**config.mk**
```make
export PLATFORM = sky130hd
export DESIGN_NAME = det_packet_stats
export DESIGN_NICKNAME = d
export VERILOG_FILES = /design/src/rtl/det_pkg.sv /design/src/rtl/det_sat_counter.sv /design/src/rtl/det_packet_stats.sv
export SDC_FILE = /design/constraint.sdc
export NUM_CORES = 1
export LEC_CHECK = 0
export CAP_MARGIN = 5
export CELL_PAD_IN_SITES_DETAIL_PLACEMENT = 1
export CELL_PAD_IN_SITES_GLOBAL_PLACEMENT = 2
export CORE_MARGIN = 1.5
export CORE_UTILIZATION = 30
export CTS_CLUSTER_DIAMETER = 200
export DETAILED_ROUTE_END_ITERATION = 8
export PLACE_DENSITY_LB_ADDON = 0.1
export RECOVER_POWER = 50
export SYNTH_ARGS = -nofsm -noshare
export SYNTH_HDL_FRONTEND = slang
export SYNTH_SLANG_ARGS = --single-unit
```
**constraint.sdc**
```tcl
create_clock -name clk -period 2.5 [get_ports clk]
set_clock_uncertainty 0.1 [all_clocks]
set_input_delay 0.5 -clock clk [delete_from_list [all_inputs] [get_ports clk]]
set_output_delay 0.5 -clock clk [all_outputs]
set_load 0.03 [all_outputs]
```
**src/rtl/det_pkg.sv**
```systemverilog
// Shared state type, default width and saturating helper for det_packet_stats.
package det_pkg;

  localparam int DET_CNT_W = 8;

  typedef enum logic [1:0] {
    IDLE  = 2'd0,
    COUNT = 2'd1,
    EMIT  = 2'd2
  } stats_state_t;

  // Increment that sticks at max instead of wrapping; callers zero-extend to 32 bits.
  function automatic logic [31:0] sat_inc(input logic [31:0] value, input logic [31:0] max);
    if (value >= max) begin
      return max;
    end else begin
      return value + 32'd1;
    end
  endfunction

endpackage

```
**src/rtl/det_sat_counter.sv**
```systemverilog
// Saturating counter with synchronous load; load wins over increment.
module det_sat_counter
  import det_pkg::*;
#(
  parameter int CNT_W = DET_CNT_W
) (
  input  logic             clk,
  input  logic             reset,
  input  logic             i_load,
  input  logic [CNT_W-1:0] i_load_val,
  input  logic             i_inc,
  output logic [CNT_W-1:0] o_value
);

  logic [CNT_W-1:0] r_value;
  logic [CNT_W-1:0] w_max;

  assign w_max = {CNT_W{1'b1}};

  always_ff @(posedge clk or posedge reset) begin
    if (reset) begin
      r_value <= {CNT_W{1'b0}};
    end else if (i_load) begin
      r_value <= i_load_val;
    end else if (i_inc) begin
      r_value <= CNT_W'(sat_inc(32'(r_value), 32'(w_max)));
    end else begin
      r_value <= r_value;
    end
  end

  assign o_value = r_value;

endmodule

```
**src/rtl/det_packet_stats.sv**
```systemverilog
// Per-packet length / ones / longest-run statistics with a valid/ready result record.
// Longest-run tracking is built only when DET_STATS_MAXRUN_EN is defined.
module det_packet_stats
  import det_pkg::*;
#(
  parameter int CNT_W = DET_CNT_W
) (
  input  logic             clk,
  input  logic             reset,
  input  logic             i_valid,
  input  logic             i_sop,
  input  logic             i_eop,
  input  logic             inp,
  output logic             i_ready,
  output logic             o_valid,
  input  logic             o_ready,
  output logic [CNT_W-1:0] o_len,
  output logic [CNT_W-1:0] o_ones,
  output logic [CNT_W-1:0] o_maxrun,
  output logic             o_abort
);

  stats_state_t     r_state;
  stats_state_t     w_state_next;
  logic             w_ready;
  logic             w_valid;
  logic             w_accept;
  logic             w_start;
  logic             w_step;
  logic             r_abort;
  logic [CNT_W-1:0] w_inp_ext;
  logic [CNT_W-1:0] w_len;
  logic [CNT_W-1:0] w_ones;

  assign w_inp_ext = {{(CNT_W-1){1'b0}}, inp};
  assign w_accept  = i_valid && w_ready;
  assign w_start   = w_accept && i_sop;
  assign w_step    = w_accept && !i_sop && (r_state == COUNT);

  always_ff @(posedge clk or posedge reset) begin
    if (reset) begin
      r_state <= IDLE;
    end else begin
      r_state <= w_state_next;
    end
  end

  always_comb begin
    w_state_next = r_state;
    case (r_state)
      IDLE: begin
        if (w_accept && i_sop) begin
          w_state_next = i_eop ? EMIT : COUNT;
        end else begin
          w_state_next = IDLE;
        end
      end
      COUNT: begin
        if (w_accept && i_eop) begin
          w_state_next = EMIT;
        end else begin
          w_state_next = COUNT;
        end
      end
      EMIT: begin
        if (o_ready) begin
          w_state_next = IDLE;
        end else begin
          w_state_next = EMIT;
        end
      end
      default: w_state_next = IDLE;
    endcase
  end

  // Ready and valid come from the state register only, never from an input.
  always_comb begin
    w_ready = 1'b1;
    w_valid = 1'b0;
    case (r_state)
      IDLE:    begin w_ready = 1'b1; w_valid = 1'b0; end
      COUNT:   begin w_ready = 1'b1; w_valid = 1'b0; end
      EMIT:    begin w_ready = 1'b0; w_valid = 1'b1; end
      default: begin w_ready = 1'b1; w_valid = 1'b0; end
    endcase
  end

  always_ff @(posedge clk or posedge reset) begin
    if (reset) begin
      r_abort <= 1'b0;
    end else if ((r_state == EMIT) && o_ready) begin
      r_abort <= 1'b0;
    end else if ((r_state == COUNT) && w_start) begin
      r_abort <= 1'b1;
    end else begin
      r_abort <= r_abort;
    end
  end

  det_sat_counter #(.CNT_W(CNT_W)) u_len (
    .clk        (clk),
    .reset      (reset),
    .i_load     (w_start),
    .i_load_val ({{(CNT_W-1){1'b0}}, 1'b1}),
    .i_inc      (w_step),
    .o_value    (w_len)
  );

  det_sat_counter #(.CNT_W(CNT_W)) u_ones (
    .clk        (clk),
    .reset      (reset),
    .i_load     (w_start),
    .i_load_val (w_inp_ext),
    .i_inc      (w_step && inp),
    .o_value    (w_ones)
  );

`ifdef DET_STATS_MAXRUN_EN
  logic [CNT_W-1:0] w_run;
  logic [CNT_W-1:0] w_run_inc;
  logic [CNT_W-1:0] r_maxrun;

  // A 0 beat reloads the run with 0 (w_inp_ext is zero then).
  det_sat_counter #(.CNT_W(CNT_W)) u_run (
    .clk        (clk),
    .reset      (reset),
    .i_load     (w_start || (w_step && !inp)),
    .i_load_val (w_inp_ext),
    .i_inc      (w_step && inp),
    .o_value    (w_run)
  );

  assign w_run_inc = CNT_W'(sat_inc(32'(w_run), 32'({CNT_W{1'b1}})));

  always_ff @(posedge clk or posedge reset) begin
    if (reset) begin
      r_maxrun <= {CNT_W{1'b0}};
    end else if (w_start) begin
      r_maxrun <= w_inp_ext;
    end else if (w_step && inp && (w_run_inc > r_maxrun)) begin
      r_maxrun <= w_run_inc;
    end else begin
      r_maxrun <= r_maxrun;
    end
  end

  assign o_maxrun = r_maxrun;
`else
  assign o_maxrun = {CNT_W{1'b0}};
`endif

  assign i_ready = w_ready;
  assign o_valid = w_valid;
  assign o_len   = w_len;
  assign o_ones  = w_ones;
  assign o_abort = r_abort;

endmodule

```
# Word level (Yosys, flattened, before mapping)
# Cells that the tools add are included.
# W data, S select, Z words.
# totals
register_bits	19
latchBits	0
ramBits	0
romBits	0
inputBits	7
output_inout_bits	27
wordCells	38
mem_count	0
# classes
addsub	2
mul	0
div_mod_pow	0
n_lt_le_gt_ge	2
n_eq_ne	2
shift	0
n_mux	15
n_bitwise	0
reduce_logical	13
# ops
cell	n
$mux W8	6
$add A8 B1 Y8 const B	2
$ge A8 B8 Y1 const B	2
$logic_and A1 B1 Y1	8
$mux W2	4
$pmux W2 S3	1
$reduce_bool A2 Y1	3
$mux W1	4
$eq A2 B1 Y1 const B	1
$eq A2 B2 Y1 const B	1
$logic_not A2 Y1	1
$logic_not A1 Y1	1

# Longest topological paths before layout
# Gate-level depths: netlist (run 1).
# depth
depth_word	8
depth_mapped	6
depth_no_buf	5

# Cells and area by module
# Synthesis (run 1) repeated with hierarchy kept, for this count alone.
# unflattened
hier_cells	146
hier_area_um2	1328.8
# by_module_without_submodules
mod	instances	cells_per_inst	area_per_inst_um2	seq_area_each_um2
det_sat_counter	2	60	544.3	200.2
det_packet_stats	1	26	240.2	75.1

# Least setup slack after synthesis (run 1)
# OpenSTA, ideal clock, no wires.
# synth_timing
kind	register -> output
from	register r_state[0]
to	output port o_valid
t_arrival_ps	1171
path_slack_ps	729
stages_incl_launch_ff	4
path_cell_list	dfrtp_1 > buf_2 > nand2b_1 > inv_1
# synth_via
elab_chain_len	2
# synth_lines
element	line_no	rtl
start, declared	det_packet_stats.sv:23	stats_state_t r_state;
start signal, assigned	det_packet_stats.sv:44	r_state <= w_state_next;
$eq A2 B2 Y1	det_packet_stats.sv:80	case (r_state)
$mux W1	det_packet_stats.sv:80	
end, declared	det_packet_stats.sv:15	output logic o_valid,
# Every way passes these cells.

# Worst setup path after layout (run 1)
# Ends and elaborated chain as after synthesis.

==> Flow_metrics.wiki, run 1 <==
{| class="wikitable"
! Metric !! Value
|-
| Starting DRC count in detailed routing || 35
|-
| Antenna Diode Count || 0
|-
| Overall die height || about 66 um
|-
| Main combinational cell family by area after synthesis || compound AO/OA/AOI/OAI gates
|-
| Worst setup path category || flop to output pin
|-
| Clock tree from TritonCTS || yes
|-
| Number of flops mapped to enable cells by yosys || 0
|-
| Psw || ~280 uW
|-
| Relative area change from synthesis to final layout || 23.47%
|-
| Quantity of gates resized following cts || 0
|-
| Nets@finish || 164
|-
| Per-cell via count in the routed design || approximately 5.2
|-
| Internal Pwr Total || 532.6 uW
|-
| Average wire per standard cell || between 10 and 15 um
|-
| Gate power share || a little over a quarter
|-
| Leakage || between 0.0006 and 0.0007 uW
|-
| Number of vias after detailed routing || approximately 1100
|-
| Aggregate global routing overflow || 0
|-
| Post-synth ARST share || 100.0%
|-
| Setup repair bufs after CTS || 0
|-
| DRC violation count after routing || 0
|-
| Antenna-violating nets left || 0
|-
| Cell with the biggest individual delay on the critical path || clkdlybuf4s50_1
|-
| Library cells used by synthesis || 40
|-
| Area share of xor/xnor cells in the synthesized design || 0%
|-
| Final TNS setup || 0 ns
|-
| Cell area power density || ~550 mW/mm2
|-
| Max FO, Critical Path || 8
|-
| Register clock-pin slew on the reported worst setup and hold paths || ~0.080 ns
|-
| Clock tree root buffer cell || clkbuf_8
|-
| GP Congestion || 0.7418
|-
| Fraction of final layout cells sized beyond drive strength 1 || around 5.8%
|-
| Starting density of the core || between 30% and 40%
|-
| Buffers & Inverters on Critical Path || 2
|-
| Max Cap Violations || 0
|-
| Post-Route WL || ~2900 um
|-
| Full die area || between 0.004 and 0.005 mm2
|-
| Post-synthesis instance area || roughly 0.0012 mm2
|-
| Clock share of power || around 28%
|-
| Detailed Place HPWL || between 2000 and 2500 um
|-
| Final Cycle Share || between 90% and 100%
|-
| Worst max-slew margin expressed relative to the limit || about 28%
|-
| Type of the most critical hold path || flop to flop
|-
| Share of the synthesized area in compound gates (AO/OA/AOI/OAI) || between 20% and 30%
|-
| Sw frac || ~34%
|-
| Share of total power in sequential cells || a little under half
|-
| Arrival time at the worst endpoint || around 1.7 ns
|-
| Final-report hold violation count || 0
|-
| Deepest clock path buffer count || 2
|-
| Crit path largest cell delay || 0.66 ns
|-
| Worst-Skew Late Latency || approximately 0.26 ns
|-
| Critical path launch point || r_state[0]
|-
| Synthesis Warnings || 0
|-
| Start point of the worst hold path || o_abort
|-
| Reg-to-Reg Start || r_state[1]
|-
| Category of the worst setup path capture point || output pin
|-
| Vias in the first global route || between 1000 and 1500
|-
| Number of instances in the synthesized netlist || ~130
|-
| Total setup violations reported at the end of the flow || 0
|-
| Worst ir drop on vdd || 0.1618 mV
|-
| Core area || between 0.003 and 0.004 mm2
|-
| Synth Area per Inst || around 9.2 um2
|-
| IO Pins || 34
|-
| Startpoint type of the worst setup path || flop
|-
| Combined global-route utilization of all metal layers || 14.27%
|-
| Primary flip-flop cell chosen by synthesis mapping || dfrtp_1
|-
| Standard-cell row count || 22
|-
| Number of hold-repair buffers added at the cts stage || 0
|-
| Pin slew with the least headroom to its limit || about 1.1 ns
|-
| Result of the run || complete, no violations
|-
| Die X || around 66 um
|-
| Cell type group with the largest total delay on the critical path || buffers and inverters
|-
| Antenna violations before repair || 0
|-
| Area fraction in and, or, nand and nor cells after synthesis || 19.03%
|-
| Maximum level of the CTS H-tree || 1
|-
| Number of buffers added on ports || 25
|-
| Largest net degree at the start of global routing || 20
|-
| Post-layout minimum cycle time || 2.311 ns
|-
| Achievable Freq || approximately 430 MHz
|-
| Global-route wire length before repair || ~4900 um
|-
| Number of buffers created by CTS || 3
|-
| Sequential cell area fraction in the yosys report || ~40%
|-
| Number of flip-flops and latches in the synthesized netlist || 19
|-
| TritonRoute pass-1 iters || 4
|-
| Post-synthesis share of cell area spent on full adders, half adders and majority gates || under 10%
|-
| Final count of pins violating max slew || 0
|-
| Share of cell area taken by muxes after synthesis || 0%
|-
| Setup repair after global routing missed its margin || false
|-
| Clock sink total || 19
|-
| Worst Hold Margin || between 0.4 and 0.5 ns
|-
| Worst-path cell chain || nand2b_1 -> inv_1 -> clkdlybuf4s50_1
|-
| Critical path required time || between 1.5 and 2 ns
|}
## worst paths after layout
check,depth (start not counted),to,slack (ns)
setup / recovery,3,o_valid,0.19
hold reg to reg,2,o_abort,0.45
hold / removal,2,o_abort,0.45
setup reg to reg,4,u_len.o_value[2],0.69
min in group asynchronous,3,u_ones.o_value[2],0.91
max in group asynchronous,3,u_len.o_value[4],0.74
## cell families after synthesis
group	after synthesis
other	1
buffers and inverters	18
DFF	19
adders and majority gates	2
AOI/OAI and AO/OA	49
and+or+nand+nor	39
## synthesized netlist by cell type, types with 2 or more instances
library cell,number,area share (%)
nand3_1,7,3.0
and3_1,5,2.6
buf_2,2,0.85
a21oi_1,9,3.8
nand2b_1,2,1.1
a22o_1,4,3.0
nor2b_1,2,1.1
nand4_1,2,1.1
buf_4,8,5.1
a31oi_1,5,2.6
dfrtp_1,19,40
buf_6,3,2.9
o21ai_0,16,6.8
ha_1,2,2.1
o22ai_1,2,1.1
inv_1,5,1.6
nand2_1,7,2.2
nor2_1,6,1.9
## layer usage
layer  vias up  global-route usage, %  part of all wire (%)
li1        515                      -                     -
met1       517                  19.26                    51
met3         2                  2.555                   3.9
met4         0                  3.906                  0.81
met5         -                      0                     0
met2        23                  23.36                    44
## registers in the layout, summed over array words and instances (netlist names)
register	flops
u_len.o_value	8
u_ones.o_value	8
r_state	2
o_abort	1
## worst register-to-register path: cells and delay by family (launching register included)
| family | cells | cell delay [ns] |
|---|---|---|
| flip-flops | 1 | 0.45 |
| AO/OA/AOI/OAI | 2 | 0.51 |
| AND/OR/NAND/NOR | 2 | 0.64 |
## power groups by stage
stage	Sequential [uW]	Clock (uW)	Combinational, uW
6_report	367	223	220
5_1_grt	374	242	241
4_1_cts	367	227	228
3_5_place_dp	373	0	227
3_3_place_gp	372	0	227
2_1_floorplan	401	0	127
## placed cells by master, fill, tap and decap left out, types with 2 or more instances in the layout
cell type / synthesis / final
a31oi_1: 5 / 6
nor2b_1: 2 / 2
a22o_1: 4 / 4
nor2_1: 6 / 6
conb_1: 1 / 8
clkdlybuf4s50_1: 0 / 23
a21oi_1: 9 / 9
nand3_1: 7 / 7
clkbuf_1: 0 / 3
inv_1: 5 / 5
and3_1: 5 / 5
clkbuf_8: 0 / 3
o21ai_0: 16 / 16
nand2_1: 7 / 7
dfrtp_1: 19 / 19
nand4_1: 2 / 2
dlygate4sd3_1: 0 / 2
o22ai_1: 2 / 2
nand2b_1: 2 / 2
ha_1: 2 / 2
## through the flow
stage / utilization [%] / std cells / setup slack (ns) / power (uW) / instance area, um2
floorplan: - / 135 / 0.7286 / 528.2 / 1210
global placement: 38.72 / 198 / 0.3047 / 599.5 / 1439
detailed placement: 38.72 / 198 / 0.2678 / 599.5 / 1439
CTS: 39.93 / 202 / 0.1294 / 821.7 / 1484
global route: 39.33 / 202 / 0.08815 / 856.4 / 1461
finish: 39.33 / 202 / 0.1892 / 809.5 / 1461
## area by class of cell
cell class | count | area (um2)
multi-input cells | 98 | 596.8
inverters | 5 | 18.77
repair buffers | 28 | 265.3
clock buffers | 4 | 45.04
flip-flops and latches | 19 | 475.5
well taps | 48 | 60.06
fillers | 462 | 2255
Power figures use the tool's default switching activity.
==> run 2: changes to the inputs <==
--- a/config.mk
+++ b/config.mk
@@ -14,6 +14,7 @@
 export DETAILED_ROUTE_END_ITERATION = 8
 export PLACE_DENSITY_LB_ADDON = 0.1
 export RECOVER_POWER = 50
+export SETUP_SLACK_MARGIN = 0.15
 export SYNTH_ARGS = -nofsm -noshare
 export SYNTH_HDL_FRONTEND = slang
 export SYNTH_SLANG_ARGS = --single-unit
==> constraint.sdc (replaced) <==
create_clock -name clk -period 2.95 [get_ports clk]
set_clock_uncertainty 0.1 [all_clocks]
set_input_delay 0.59 -clock clk [delete_from_list [all_inputs] [get_ports clk]]
set_output_delay 0.59 -clock clk [all_outputs]
set_load 0.03 [all_outputs]
==> run 2 against run 1 <==
Compared with the run above: flip-flop and latch count is the same; via count is 0.19% lower; sequential share of layout area increased by 0.17 points; non-clock buffer count shrank 3; die area unchanged; worst setup slack improved by 0.28 ns; core utilization down 0.20 points; critical endpoint unchanged; clock-buffer cell count stayed put; largest power group unchanged.
==> Flow_metrics.wiki, run 2 (same netlist as run 1, synthesis figures left out) <==
{| class="wikitable"
! Metric !! Value
|-
| PnR Total Power || about 700 uW
|-
| Worst setup path category || flop to output pin
|-
| Routed wl met3 || about 110 um
|-
| Placement-stage cell area || roughly 0.0014 mm2
|-
| Footprint of the multi-input gates || around 600 um2
|-
| Overall die height || roughly 66 um
|-
| Number of buffers added on ports || 25
|-
| Category of the worst setup path capture point || output pin
|-
| Final count of pins violating max slew || 0
|-
| Final Cycle Share || ~84%
|-
| Antenna violations before repair || 0
|-
| Total setup violations reported at the end of the flow || 0
|-
| Worst-path cell chain || nand2b_1 -> inv_1 -> clkdlybuf4s50_1
|-
| Met1 Routed Length || approximately 1500 um
|-
| Cell with the biggest individual delay on the critical path || clkdlybuf4s50_1
|-
| Most frequent standard cell in the layout excluding fill and tap cells || dfrtp_1
|-
| Max FO, Critical Path || 8
|-
| Vias in the first global route || roughly 1100
|-
| Starting density of the core || 31.85%
|-
| Number of buffers created by CTS || 3
|-
| Critical path required time || approximately 2.3 ns
|-
| Clock tree root buffer cell || clkbuf_8
|-
| Result of the run || complete, no violations
|-
| Footprint of the flip-flops and latches || about 480 um2
|-
| Full die area || 0.004331 mm2
|-
| Top library cells by usage in the layout, fill and taps aside || dfrtp_1, clkdlybuf4s50_1, o21ai_0
|-
| Fill cell count || approximately 440
|-
| Achievable Freq || ~400 MHz
|-
| Amount of wire on met2 after detailed routing || roughly 1300 um
|-
| Cell area power density || between 400 and 500 mW/mm2
|-
| Die X || approximately 66 um
|-
| Antenna-violating nets left || 0
|-
| Crit path largest cell delay || 0.67 ns
|-
| TritonRoute pass-1 iters || 4
|-
| Final-report hold violation count || 0
|-
| Buffers & Inverters on Critical Path || 2
|-
| Max Cap Violations || 0
|-
| Clock tree from TritonCTS || yes
|-
| DRC violation count after routing || 0
|-
| Startpoint type of the worst setup path || flop
|-
| Post-Route WL || 2882 um
|-
| Detailed Place HPWL || 2072 um
|-
| Deepest clock path buffer count || 2
|-
| Worst-Skew Late Latency || ~0.26 ns
|-
| Worst ir drop on vdd || about 0.15 mV
|-
| Pin slew with the least headroom to its limit || 0.7557 ns
|-
| Maximum level of the CTS H-tree || 1
|-
| Clock sink total || 19
|-
| Combined global-route utilization of all metal layers || between 10% and 20%
|-
| Aggregate global routing overflow || 0
|-
| Fraction of final layout cells sized beyond drive strength 1 || 5.298%
|-
| Standard-cell row count || 22
|-
| Highest routing layer actually used || met4
|-
| Register clock-pin slew on the reported worst setup and hold paths || ~0.080 ns
|-
| Setup repair bufs after CTS || 0
|-
| GP Congestion || around 0.77
|-
| Type of the most critical hold path || flop to flop
|-
| Worst max-slew margin expressed relative to the limit || roughly half
|-
| Final TNS setup || 0 ns
|-
| Number of vias after detailed routing || 1055
|-
| Global-route wire length before repair || approximately 5000 um
|-
| Antenna Diode Count || 0
|-
| Nets@finish || between 150 and 200
|-
| Non-Filler Cell Area, Final || between 0.001 and 0.0015 mm2
|-
| Core area || around 0.0037 mm2
|-
| Per-cell via count in the routed design || between 5 and 6
|-
| Number of hold-repair buffers added at the cts stage || 0
|-
| Cell type group with the largest total delay on the critical path || buffers and inverters
|-
| Setup repair after global routing missed its margin || false
|-
| Starting DRC count in detailed routing || between 40 and 50
|-
| Arrival time at the worst endpoint || 1.80 ns
|-
| Leakage || about 0.00063 uW
|-
| Relative area change from synthesis to final layout || 22.83%
|-
| Quantity of gates resized following cts || 0
|-
| Largest net degree at the start of global routing || 20
|-
| Post-layout minimum cycle time || about 2.5 ns
|-
| Average wire per standard cell || 14.48 um
|-
| IO Pins || 34
|}
[run 2: worst min-delay path, stage by stage (launching register included)]
cell	delay [ns]
dfrtp_1	0.36
a21oi_1	0.07
nor2_1	0.08
[run 2: per-layer routing]
| metal | vias to the layer above | global-route usage [%] |
|---|---|---|
| met2 | 26 | 24.12 |
| li1 | 507 | - |
| met4 | 0 | 3.906 |
| met5 | - | 0 |
| met3 | 5 | 3.237 |
| met1 | 517 | 20.79 |
[run 2: where the power goes]
part | switching [uW] | internal (uW)
clock | 92.8 | 96.2
sequential | 29.8 | 281
combinational | 113 | 71.1
total | 236 | 448
[run 2: area by class of cell]
class	instances	area share [%]
well taps	48	4.131
multi-input cells	98	41.57
flip-flops and latches	19	32.70
repair buffers	25	17.21
clock buffers	4	3.098
inverters	5	1.291
[run 2: metrics by stage]
step                      utilization, %  hold WS, ns  cells  setup slack, ns
after floorplan                        -       0.3926    135            1.089
after global placement             38.11       0.4339    195           0.4604
after detailed placement           38.11       0.4307    195           0.3749
after CTS                          39.33       0.4523    199           0.4567
after global routing               39.12       0.4828    199           0.3939
final                              39.12       0.4359    199           0.4648
[run 2: worst paths after layout]
path	start	end	slack [ns]	cells past startpoint
worst max register to register	r_state[1]	u_ones.o_value[4]	1.15	4
min in group asynchronous	reset	u_len.o_value[1]	0.80	2
worst min-delay path	o_abort	o_abort	0.44	2
worst min register to register	o_abort	o_abort	0.44	2
max in group asynchronous	reset	u_ones.o_value[6]	1.47	2
worst max-delay path	r_state[0]	o_valid	0.46	3
